[src/rtl/continuous_monitoring_system_pkg.sv]
// Shared types and constants for the CMS trace receive path: event classes, FIFO entry layout,
// RISC-V opcode constants and the instruction classifier used by trace_pkt_decoder.
package continuous_monitoring_system_pkg;

    localparam int XLEN                     = 64;
    localparam int RISC_V_INSTRUCTION_WIDTH = 32;
    localparam int INSTR_W                  = RISC_V_INSTRUCTION_WIDTH;
    localparam int PKT_W                    = INSTR_W + XLEN;
    localparam int TRACE_DEC_FIFO_DEPTH     = 8;

    localparam logic [31:0] WFI_INSTRUCTION = 32'h1050_0073;
    localparam logic [6:0]  BRANCH_OPCODE   = 7'b110_0011;
    localparam logic [6:0]  JAL_OPCODE      = 7'b110_1111;
    localparam logic [6:0]  JALR_OPCODE     = 7'b110_0111;

    // Compressed forms are mask/match pairs on the low halfword:
    // c.beqz/c.bnez, c.jal/c.j, and c.jr/c.jalr (the latter additionally needs rs1 != 0).
    localparam logic [15:0] C_BRANCH_MASK  = 16'hC003;
    localparam logic [15:0] C_BRANCH_MATCH = 16'hC001;
    localparam logic [15:0] C_JAL_MASK     = 16'h6003;
    localparam logic [15:0] C_JAL_MATCH    = 16'h2001;
    localparam logic [15:0] C_JALR_MASK    = 16'hE07F;
    localparam logic [15:0] C_JALR_MATCH   = 16'h8002;

    typedef enum logic [2:0] {
        EVT_TIMER    = 3'd0,
        EVT_BRANCH   = 3'd1,
        EVT_JAL      = 3'd2,
        EVT_JALR     = 3'd3,
        EVT_C_BRANCH = 3'd4,
        EVT_C_JAL    = 3'd5,
        EVT_C_JALR   = 3'd6,
        EVT_WFI      = 3'd7
    } trace_evt_e;

    typedef struct packed {
        logic [INSTR_W-1:0] instr;
        logic [XLEN-1:0]    pc;
        logic [XLEN-1:0]    delta;
        trace_evt_e         evt;
        logic               first;
        logic               gap;
    } trace_entry_t;

    function automatic trace_evt_e classify_instr(input logic [INSTR_W-1:0] instr);
        trace_evt_e evt;
        evt = EVT_TIMER;
        if (instr == WFI_INSTRUCTION) begin
            evt = EVT_WFI;
        end else if (instr[6:0] == BRANCH_OPCODE) begin
            evt = EVT_BRANCH;
        end else if (instr[6:0] == JAL_OPCODE) begin
            evt = EVT_JAL;
        end else if (instr[6:0] == JALR_OPCODE) begin
            evt = EVT_JALR;
        end else if (instr[1:0] != 2'b11) begin
            if ((instr[15:0] & C_BRANCH_MASK) == C_BRANCH_MATCH) begin
                evt = EVT_C_BRANCH;
            end else if ((instr[15:0] & C_JAL_MASK) == C_JAL_MATCH) begin
                evt = EVT_C_JAL;
            end else if (((instr[15:0] & C_JALR_MASK) == C_JALR_MATCH) && (instr[11:7] != 5'd0)) begin
                evt = EVT_C_JALR;
            end
        end
        return evt;
    endfunction

endpackage

[src/rtl/trace_pkt_decoder_if.sv]
// Trace decoder bus: raw packet input from the trace port plus the valid/ready result stream.
// master = the decoder, slave = packet source and downstream consumer.
interface trace_pkt_decoder_if;
    import continuous_monitoring_system_pkg::*;

    localparam int LEVEL_W = $clog2(TRACE_DEC_FIFO_DEPTH) + 1;

    logic [PKT_W-1:0]   data_pkt;
    logic               data_pkt_valid;
    logic               out_valid;
    logic               out_ready;
    logic [INSTR_W-1:0] out_instr;
    logic [XLEN-1:0]    out_pc;
    logic [XLEN-1:0]    out_pc_delta;
    logic [2:0]         out_evt;
    logic               out_first;
    logic               out_gap;
    logic [LEVEL_W-1:0] fifo_level;

    modport master (
        input  data_pkt, data_pkt_valid, out_ready,
        output out_valid, out_instr, out_pc, out_pc_delta, out_evt, out_first, out_gap, fifo_level
    );

    modport slave (
        output data_pkt, data_pkt_valid, out_ready,
        input  out_valid, out_instr, out_pc, out_pc_delta, out_evt, out_first, out_gap, fifo_level
    );
endinterface

[src/rtl/trace_fifo.sv]
// Synchronous FIFO of trace entries with a registered head output; push and pop may occur
// together, including when full (the pop frees the slot the push lands in).
module trace_fifo
    import continuous_monitoring_system_pkg::*;
#(
    parameter int DEPTH = TRACE_DEC_FIFO_DEPTH
) (
    input  logic                       clk,
    input  logic                       rst_n,
    input  logic                       push,
    input  trace_entry_t               wr_data,
    input  logic                       pop,
    output trace_entry_t               rd_data,
    output logic                       full,
    output logic                       empty,
    output logic [$clog2(DEPTH):0]     level
);
    localparam int PTR_W   = $clog2(DEPTH);
    localparam int LEVEL_W = PTR_W + 1;

    trace_entry_t       mem [DEPTH];
    logic [PTR_W-1:0]   wr_ptr_q, wr_ptr_d;
    logic [PTR_W-1:0]   rd_ptr_q, rd_ptr_d;
    logic [LEVEL_W-1:0] level_q, level_d;
    trace_entry_t       rd_data_q, rd_data_d;
    logic               pop_ok, push_ok, head_from_wr;

    assign pop_ok  = pop && (level_q != '0);
    assign push_ok = push && ((level_q != LEVEL_W'(DEPTH)) || pop_ok);
    // The incoming word becomes the head when nothing older survives this cycle's pop.
    assign head_from_wr = push_ok && (level_q == {{(LEVEL_W-1){1'b0}}, pop_ok});

    always_comb begin
        wr_ptr_d  = push_ok ? wr_ptr_q + PTR_W'(1) : wr_ptr_q;
        rd_ptr_d  = pop_ok ? rd_ptr_q + PTR_W'(1) : rd_ptr_q;
        level_d   = level_q + {{(LEVEL_W-1){1'b0}}, push_ok} - {{(LEVEL_W-1){1'b0}}, pop_ok};
        rd_data_d = rd_data_q;
        if ((level_d != '0) && (pop_ok || (level_q == '0))) begin
            rd_data_d = head_from_wr ? wr_data : mem[rd_ptr_d];
        end
    end

    always_ff @(posedge clk) begin
        if (push_ok) begin
            mem[wr_ptr_q] <= wr_data;
        end
    end

    always_ff @(posedge clk) begin
        if (!rst_n) begin
            wr_ptr_q  <= '0;
            rd_ptr_q  <= '0;
            level_q   <= '0;
            rd_data_q <= '0;
        end else begin
            wr_ptr_q  <= wr_ptr_d;
            rd_ptr_q  <= rd_ptr_d;
            level_q   <= level_d;
            rd_data_q <= rd_data_d;
        end
    end

    assign rd_data = rd_data_q;
    assign full    = (level_q == LEVEL_W'(DEPTH));
    assign empty   = (level_q == '0);
    assign level   = level_q;
endmodule

[src/rtl/trace_pkt_decoder.sv]
// CMS trace port receiver: classify each {instr, pc} packet, compute PC delta and queue results.
// Define TRACE_DEC_DROP_CNT_EN to add the saturating drop_cnt output.
module trace_pkt_decoder
    import continuous_monitoring_system_pkg::*;
(
    input  logic                clk,
    input  logic                rst_n,
    trace_pkt_decoder_if.master bus
`ifdef TRACE_DEC_DROP_CNT_EN
    ,
    output logic [15:0]         drop_cnt
`endif
);
    localparam int DEPTH   = TRACE_DEC_FIFO_DEPTH;
    localparam int LEVEL_W = $clog2(DEPTH) + 1;

    logic               s1_valid_q, s1_valid_d;
    logic [INSTR_W-1:0] s1_instr_q, s1_instr_d;
    logic [XLEN-1:0]    s1_pc_q, s1_pc_d;
    trace_evt_e         s1_evt_q, s1_evt_d;

    logic [XLEN-1:0]    prev_pc_q, prev_pc_d;
    logic               first_pending_q, first_pending_d;
    logic               gap_pending_q, gap_pending_d;

    logic               fifo_push, fifo_pop, fifo_full, fifo_empty, drop;
    trace_entry_t       push_entry, head_entry;
    logic [LEVEL_W-1:0] fifo_level_w;

    always_comb begin
        s1_valid_d = bus.data_pkt_valid;
        s1_instr_d = s1_instr_q;
        s1_pc_d    = s1_pc_q;
        s1_evt_d   = s1_evt_q;
        if (bus.data_pkt_valid) begin
            s1_instr_d = bus.data_pkt[PKT_W-1:XLEN];
            s1_pc_d    = bus.data_pkt[XLEN-1:0];
            s1_evt_d   = classify_instr(bus.data_pkt[PKT_W-1:XLEN]);
        end
    end

    // The source cannot be stalled, so a full FIFO only accepts if its head leaves this cycle.
    assign fifo_pop  = !fifo_empty && bus.out_ready;
    assign fifo_push = s1_valid_q && (!fifo_full || fifo_pop);
    assign drop      = s1_valid_q && !fifo_push;

    always_comb begin
        push_entry.instr = s1_instr_q;
        push_entry.pc    = s1_pc_q;
        push_entry.delta = first_pending_q ? '0 : s1_pc_q - prev_pc_q;
        push_entry.evt   = s1_evt_q;
        push_entry.first = first_pending_q;
        push_entry.gap   = gap_pending_q;

        prev_pc_d       = prev_pc_q;
        first_pending_d = first_pending_q;
        gap_pending_d   = gap_pending_q;
        if (fifo_push) begin
            prev_pc_d       = s1_pc_q;
            first_pending_d = 1'b0;
            gap_pending_d   = 1'b0;
        end else if (drop) begin
            gap_pending_d   = 1'b1;
        end
    end

    always_ff @(posedge clk) begin
        if (!rst_n) begin
            s1_valid_q      <= 1'b0;
            s1_instr_q      <= '0;
            s1_pc_q         <= '0;
            s1_evt_q        <= EVT_TIMER;
            prev_pc_q       <= '0;
            first_pending_q <= 1'b1;
            gap_pending_q   <= 1'b0;
        end else begin
            s1_valid_q      <= s1_valid_d;
            s1_instr_q      <= s1_instr_d;
            s1_pc_q         <= s1_pc_d;
            s1_evt_q        <= s1_evt_d;
            prev_pc_q       <= prev_pc_d;
            first_pending_q <= first_pending_d;
            gap_pending_q   <= gap_pending_d;
        end
    end

    trace_fifo #(.DEPTH(DEPTH)) u_fifo (
        .clk     (clk),
        .rst_n   (rst_n),
        .push    (fifo_push),
        .wr_data (push_entry),
        .pop     (fifo_pop),
        .rd_data (head_entry),
        .full    (fifo_full),
        .empty   (fifo_empty),
        .level   (fifo_level_w)
    );

    assign bus.out_valid    = !fifo_empty;
    assign bus.out_instr    = head_entry.instr;
    assign bus.out_pc       = head_entry.pc;
    assign bus.out_pc_delta = head_entry.delta;
    assign bus.out_evt      = head_entry.evt;
    assign bus.out_first    = head_entry.first;
    assign bus.out_gap      = head_entry.gap;
    assign bus.fifo_level   = fifo_level_w;

`ifdef TRACE_DEC_DROP_CNT_EN
    logic [15:0] drop_cnt_q, drop_cnt_d;

    always_comb begin
        drop_cnt_d = drop_cnt_q;
        if (drop && (drop_cnt_q != 16'hFFFF)) begin
            drop_cnt_d = drop_cnt_q + 16'd1;
        end
    end

    always_ff @(posedge clk) begin
        if (!rst_n) begin
            drop_cnt_q <= '0;
        end else begin
            drop_cnt_q <= drop_cnt_d;
        end
    end

    assign drop_cnt = drop_cnt_q;
`endif
endmodule

[src/flat_wrapper.sv]
// flat-port wrapper written by rule: the top's interface ports become plain ports
module trace_pkt_decoder_flat import continuous_monitoring_system_pkg::*;
  (clk, rst_n, bus_data_pkt, bus_data_pkt_valid, bus_out_ready, bus_out_valid, bus_out_instr, bus_out_pc, bus_out_pc_delta, bus_out_evt, bus_out_first, bus_out_gap, bus_fifo_level);
  trace_pkt_decoder_if bus_i ();
  input  logic clk;
  input  logic rst_n;
  input wire logic [$bits(bus_i.data_pkt)-1:0] bus_data_pkt;
  input wire logic [$bits(bus_i.data_pkt_valid)-1:0] bus_data_pkt_valid;
  input wire logic [$bits(bus_i.out_ready)-1:0] bus_out_ready;
  output wire logic [$bits(bus_i.out_valid)-1:0] bus_out_valid;
  output wire logic [$bits(bus_i.out_instr)-1:0] bus_out_instr;
  output wire logic [$bits(bus_i.out_pc)-1:0] bus_out_pc;
  output wire logic [$bits(bus_i.out_pc_delta)-1:0] bus_out_pc_delta;
  output wire logic [$bits(bus_i.out_evt)-1:0] bus_out_evt;
  output wire logic [$bits(bus_i.out_first)-1:0] bus_out_first;
  output wire logic [$bits(bus_i.out_gap)-1:0] bus_out_gap;
  output wire logic [$bits(bus_i.fifo_level)-1:0] bus_fifo_level;
  assign bus_i.data_pkt = bus_data_pkt;
  assign bus_i.data_pkt_valid = bus_data_pkt_valid;
  assign bus_i.out_ready = bus_out_ready;
  assign bus_out_valid = bus_i.out_valid;
  assign bus_out_instr = bus_i.out_instr;
  assign bus_out_pc = bus_i.out_pc;
  assign bus_out_pc_delta = bus_i.out_pc_delta;
  assign bus_out_evt = bus_i.out_evt;
  assign bus_out_first = bus_i.out_first;
  assign bus_out_gap = bus_i.out_gap;
  assign bus_fifo_level = bus_i.fifo_level;
  trace_pkt_decoder u_core (.clk(clk), .rst_n(rst_n), .bus(bus_i));
endmodule
[config.mk]
export PLATFORM = sky130hd
export DESIGN_NAME = trace_pkt_decoder_flat
export DESIGN_NICKNAME = d
export VERILOG_FILES = /design/src/rtl/continuous_monitoring_system_pkg.sv /design/src/rtl/trace_pkt_decoder_if.sv /design/src/rtl/trace_fifo.sv /design/src/rtl/trace_pkt_decoder.sv /design/src/flat_wrapper.sv
export SDC_FILE = /design/constraint.sdc
export NUM_CORES = 2
export LEC_CHECK = 0
export CORE_MARGIN = 5
export CORE_UTILIZATION = 60
export CTS_BUF_LIST = sky130_fd_sc_hd__clkbuf_4 sky130_fd_sc_hd__clkbuf_8
export DETAILED_ROUTE_END_ITERATION = 10
export PLACE_DENSITY_LB_ADDON = 0.08
export SYNTH_ARGS = -nofsm -noshare
export SYNTH_HDL_FRONTEND = slang
export SYNTH_SLANG_ARGS = --single-unit
[constraint.sdc]
create_clock -name clk -period 24.8 [get_ports clk]
set_input_delay 2.48 -clock clk [delete_from_list [all_inputs] [get_ports clk]]
set_output_delay 2.48 -clock clk [all_outputs]
set_load 0.02 [all_outputs]
==> results.ini <==
[timing]
max_freq_mhz = 132
min_period_ns = 7.59
period_share_pct = 30.6
fin_tns_setup_ns = 0
fin_skew_ns = 0.0531
relSlewSlack_pct = 19.7
slew_violations = 0
rsz0062_at_grt = false
setup_viol = 0
hold_violations = 0
worstMarginPinSlew_ns = 1.20

[worst_setup_path]
r2r.worst_path.cells = 20
crit_start = bus_out_ready
cpPeakStageDelay_ns = 0.79
crit_buf_inv = 6
crit_path_end_kind = flip-flop
cp_max_fo = 67
r2r_end = u_core.u_fifo.rd_data[69]
path_cells = clkdlybuf4s50_1, nor2b_1, o31a_2, inv_2, ha_1, inv_1, ha_1, inv_1, fa_1, xnor2_1, nor3b_1, nand2_1, o21a_4, buf_4, buf_4, o221ai_1, o211a_1
arrival_ns = 8.39
required_ns = 25.59
r2r_slack_ns = 18.57
setup.worst_path.start_class = input pin
setup.worst_path.class = in -> reg
cp_slowest_cell = buf_4
critPathTopFamily = buffers and inverters
timing.rr.start = u_core.u_fifo.level[2]
critPathCapture = u_core.u_fifo.rd_data[69]
path_depth = 17

[power]
leakagePower_nw = 27.3
p_total_mw = 8.38
p_per_area_nw_per_um2 = 108
peakVddDrop_uv = 94.2

[routing]
drc = 0
avgRoutedWirePerCell_microns = 25.8
drt-total-wl_microns = 166000
ant_nets = 0
vias = 39833
drtIter0Drc = 4011
first_pass_iters = 6
vias_per_cell = 6.16

[placement]
dp_hpwl_microns = 93100
gp_congestion = 0.900
io_buffers = 269

[run]
maxCapViolCount = 0

[yosys]
synth_nets = 4576
avgSynthCellArea_sq_um = 15.4
netlist_area_sq_um = 68000
async_flop_share_pct = 0
synth_edf_count = 1320
synth_cell_types = 95
synthCells = 4402
ys_seq_area_share_pct = 68.4
ys_dominant_reg_cell = edfxtp_1
ys_ff_latch = 1661
yosys_warnings = 0

[die]
die_y_microns = 347
core_region_area_sq_um = 112000
dieWidth_microns = 347
dieArea_sq_um = 120000
start_util_pct = 60.4
rows = 123
io_pins = 270

[cts]
cts_setup_buffers = 0
clockBufferDepth = 4
ctsHtreeMaxLevel = 5
cts.sinks = 1661
clk_pin_slew_worst_paths_ns = 0.06
hold_buffers = 0
cts_resized = 0
tritoncts = built
numCtsBuffers = 284
clock_latency_ns = 0.94
clk_root_buffer_cell = clkbuf_8

[hold_path]
hold_path.class = reg -> reg

[global_routing]
grt.total_usage_pct = 27.5
antenna_found_initial = 6
grt_pass1_wl_microns = 251000
grt_max_degree = 129
grt_overflow = 0
grt_pass1_vias = 40443

[layout]
nNetsFinal = 4923
fillerInstances = 7618
drive_gt1_share_pct = 18.2
area_growth_pct = 13.8

[outcome]
status = finished, final reports clean

synth_stat cells, drive strengths merged, types with 9 or more instances:
| master | number | area share (%) |
|---|---|---|
| nor3 | 23 | 0.17 |
| o21bai | 14 | 0.15 |
| and3 | 14 | 0.13 |
| buf | 122 | 1.0 |
| o211ai | 31 | 0.36 |
| nand2 | 645 | 3.6 |
| a21oi | 305 | 2.3 |
| nand3 | 53 | 0.40 |
| a21o | 23 | 0.26 |
| mux4 | 328 | 11 |
| mux2i | 109 | 1.6 |
| dfxtp | 341 | 10 |
| and2 | 14 | 0.13 |
| nor2b | 107 | 0.98 |
| o31ai | 17 | 0.22 |
| edfxtp | 1320 | 58 |
| o211a | 101 | 1.5 |
| a211oi | 10 | 0.12 |
| nand2b | 9 | 0.094 |
| a21boi | 99 | 1.1 |
| o21ai | 77 | 0.57 |
| inv | 91 | 0.50 |
| or3 | 11 | 0.11 |
| xnor2 | 38 | 0.52 |
| a31oi | 33 | 0.30 |
| xor2 | 24 | 0.32 |
| nor2 | 104 | 0.59 |
| clkbuf | 152 | 0.98 |
| nand4 | 28 | 0.27 |
| ha | 72 | 1.3 |
layout make-up:
cell class              count  area, sq um  share of cell area (%)
clock inverters            86          494                   0.639
flip-flops and latches   1661        46500                    60.1
repair buffers            339         3270                    4.23
multi-input cells        2372        19900                    25.7
clock buffers             410         4990                    6.45
well taps                1500         1880                    2.43
inverters                  91          342                   0.442
diodes                      6         15.0                  0.0194
report_power, final:
part           total, mW  internal [mW]  switching, mW
Combinational       2.67           1.22           1.45
Sequential          3.33           3.20          0.134
Clock               2.38           1.32           1.06
Total               8.38           5.74           2.64
flip-flops by register name, indices dropped and copies added, names as in the netlist:
name	cells
u_core.gap_pending_q	1
u_core.u_fifo.level	4
u_core.prev_pc_q	64
u_core.u_fifo.wr_ptr_q	3
u_core.s1_instr_q	32
u_core.u_fifo.rd_ptr_q	3
u_core.s1_evt_q	3
u_core.s1_pc_q	64
u_core.s1_valid_q	1
u_core.u_fifo.rd_data	165
u_core.first_pending_q	1
u_core.u_fifo.mem	1320
routing by layer:
metal / vias to the layer above / track usage [%] / routed length [microns] / part of all wire (%)
met4: 2 / 8.49 / 4490 / 2.7
li1: 17598 / - / - / -
met5: - / 0 / 13 / 0.0078
met1: 20349 / 38.1 / 67600 / 41
met3: 257 / 5.25 / 12700 / 7.6
met2: 1627 / 45.0 / 81700 / 49
worst min path at each step:
| stage | start | endpoint | slack [ns] | cells after the start |
|---|---|---|---|---|
| after floorplan | u_core.prev_pc_q[10] | u_core.prev_pc_q[10] | 0.44 | 2 |
| after global routing | u_core.prev_pc_q[35] | u_core.prev_pc_q[35] | 0.48 | 2 |
| after detailed placement | u_core.u_fifo.rd_data[24] | u_core.u_fifo.rd_data[24] | 0.45 | 2 |
| after CTS | u_core.u_fifo.rd_data[24] | u_core.u_fifo.rd_data[24] | 0.46 | 2 |
| final | u_core.prev_pc_q[27] | u_core.prev_pc_q[27] | 0.46 | 2 |
| after global placement | u_core.u_fifo.rd_data[59] | u_core.u_fifo.rd_data[59] | 0.45 | 2 |
layout by cell type (no fill, tap or decap), types with 8 or more instances in the layout:
cell	instances
o21bai_1	14
mux4_2	328
nand4_1	27
nor2b_1	107
nor2_1	101
clkbuf_8	305
xor2_1	23
clkbuf_4	105
xnor2_1	36
clkdlybuf4s50_1	267
and2_1	13
nor3_1	21
a21boi_0	95
o31ai_1	15
buf_4	66
clkinvlp_4	9
o211ai_1	29
o21ai_0	65
a31oi_1	33
and3_1	13
nand2_1	644
ha_1	72
a211oi_1	9
a21oi_1	303
edfxtp_1	1320
o211a_1	101
dfxtp_1	340
nand3_1	51
or3_1	10
a21o_1	22
mux2i_1	109
inv_1	90
nand2b_1	8
clkinv_2	27
o21ai_1	11
clkinv_1	42
cells by family after synthesis:
kind of cell	synth area share (%)
adder cells (fa/ha/maj)	1.38
AO/OA/AOI/OAI	7.58
multiplexers	12.5
XOR/XNOR	0.837
AND/OR/NAND/NOR	6.77
buffers and inverters	2.56
flip-flops	68.4
stage by stage:
stage	cells	util [%]	setup slack (ns)	hold slack [ns]	cell area [sq um]
detailed placement	5963	63.9	16.29	0.451	71900
CTS	6459	68.7	17.28	0.461	77300
global placement	5963	63.9	16.43	0.450	71900
finish	6465	68.8	17.21	0.464	77400
global route	6464	68.8	16.79	0.481	77400
floorplan	4402	-	3.49	0.443	68000
worst min-delay path, stage by stage, from the launching register on:
cell and delay [ns]:
dfxtp_1 0.30, nand2_1 0.05, a21boi_0 0.06
(Power assumes the default switching activity.)
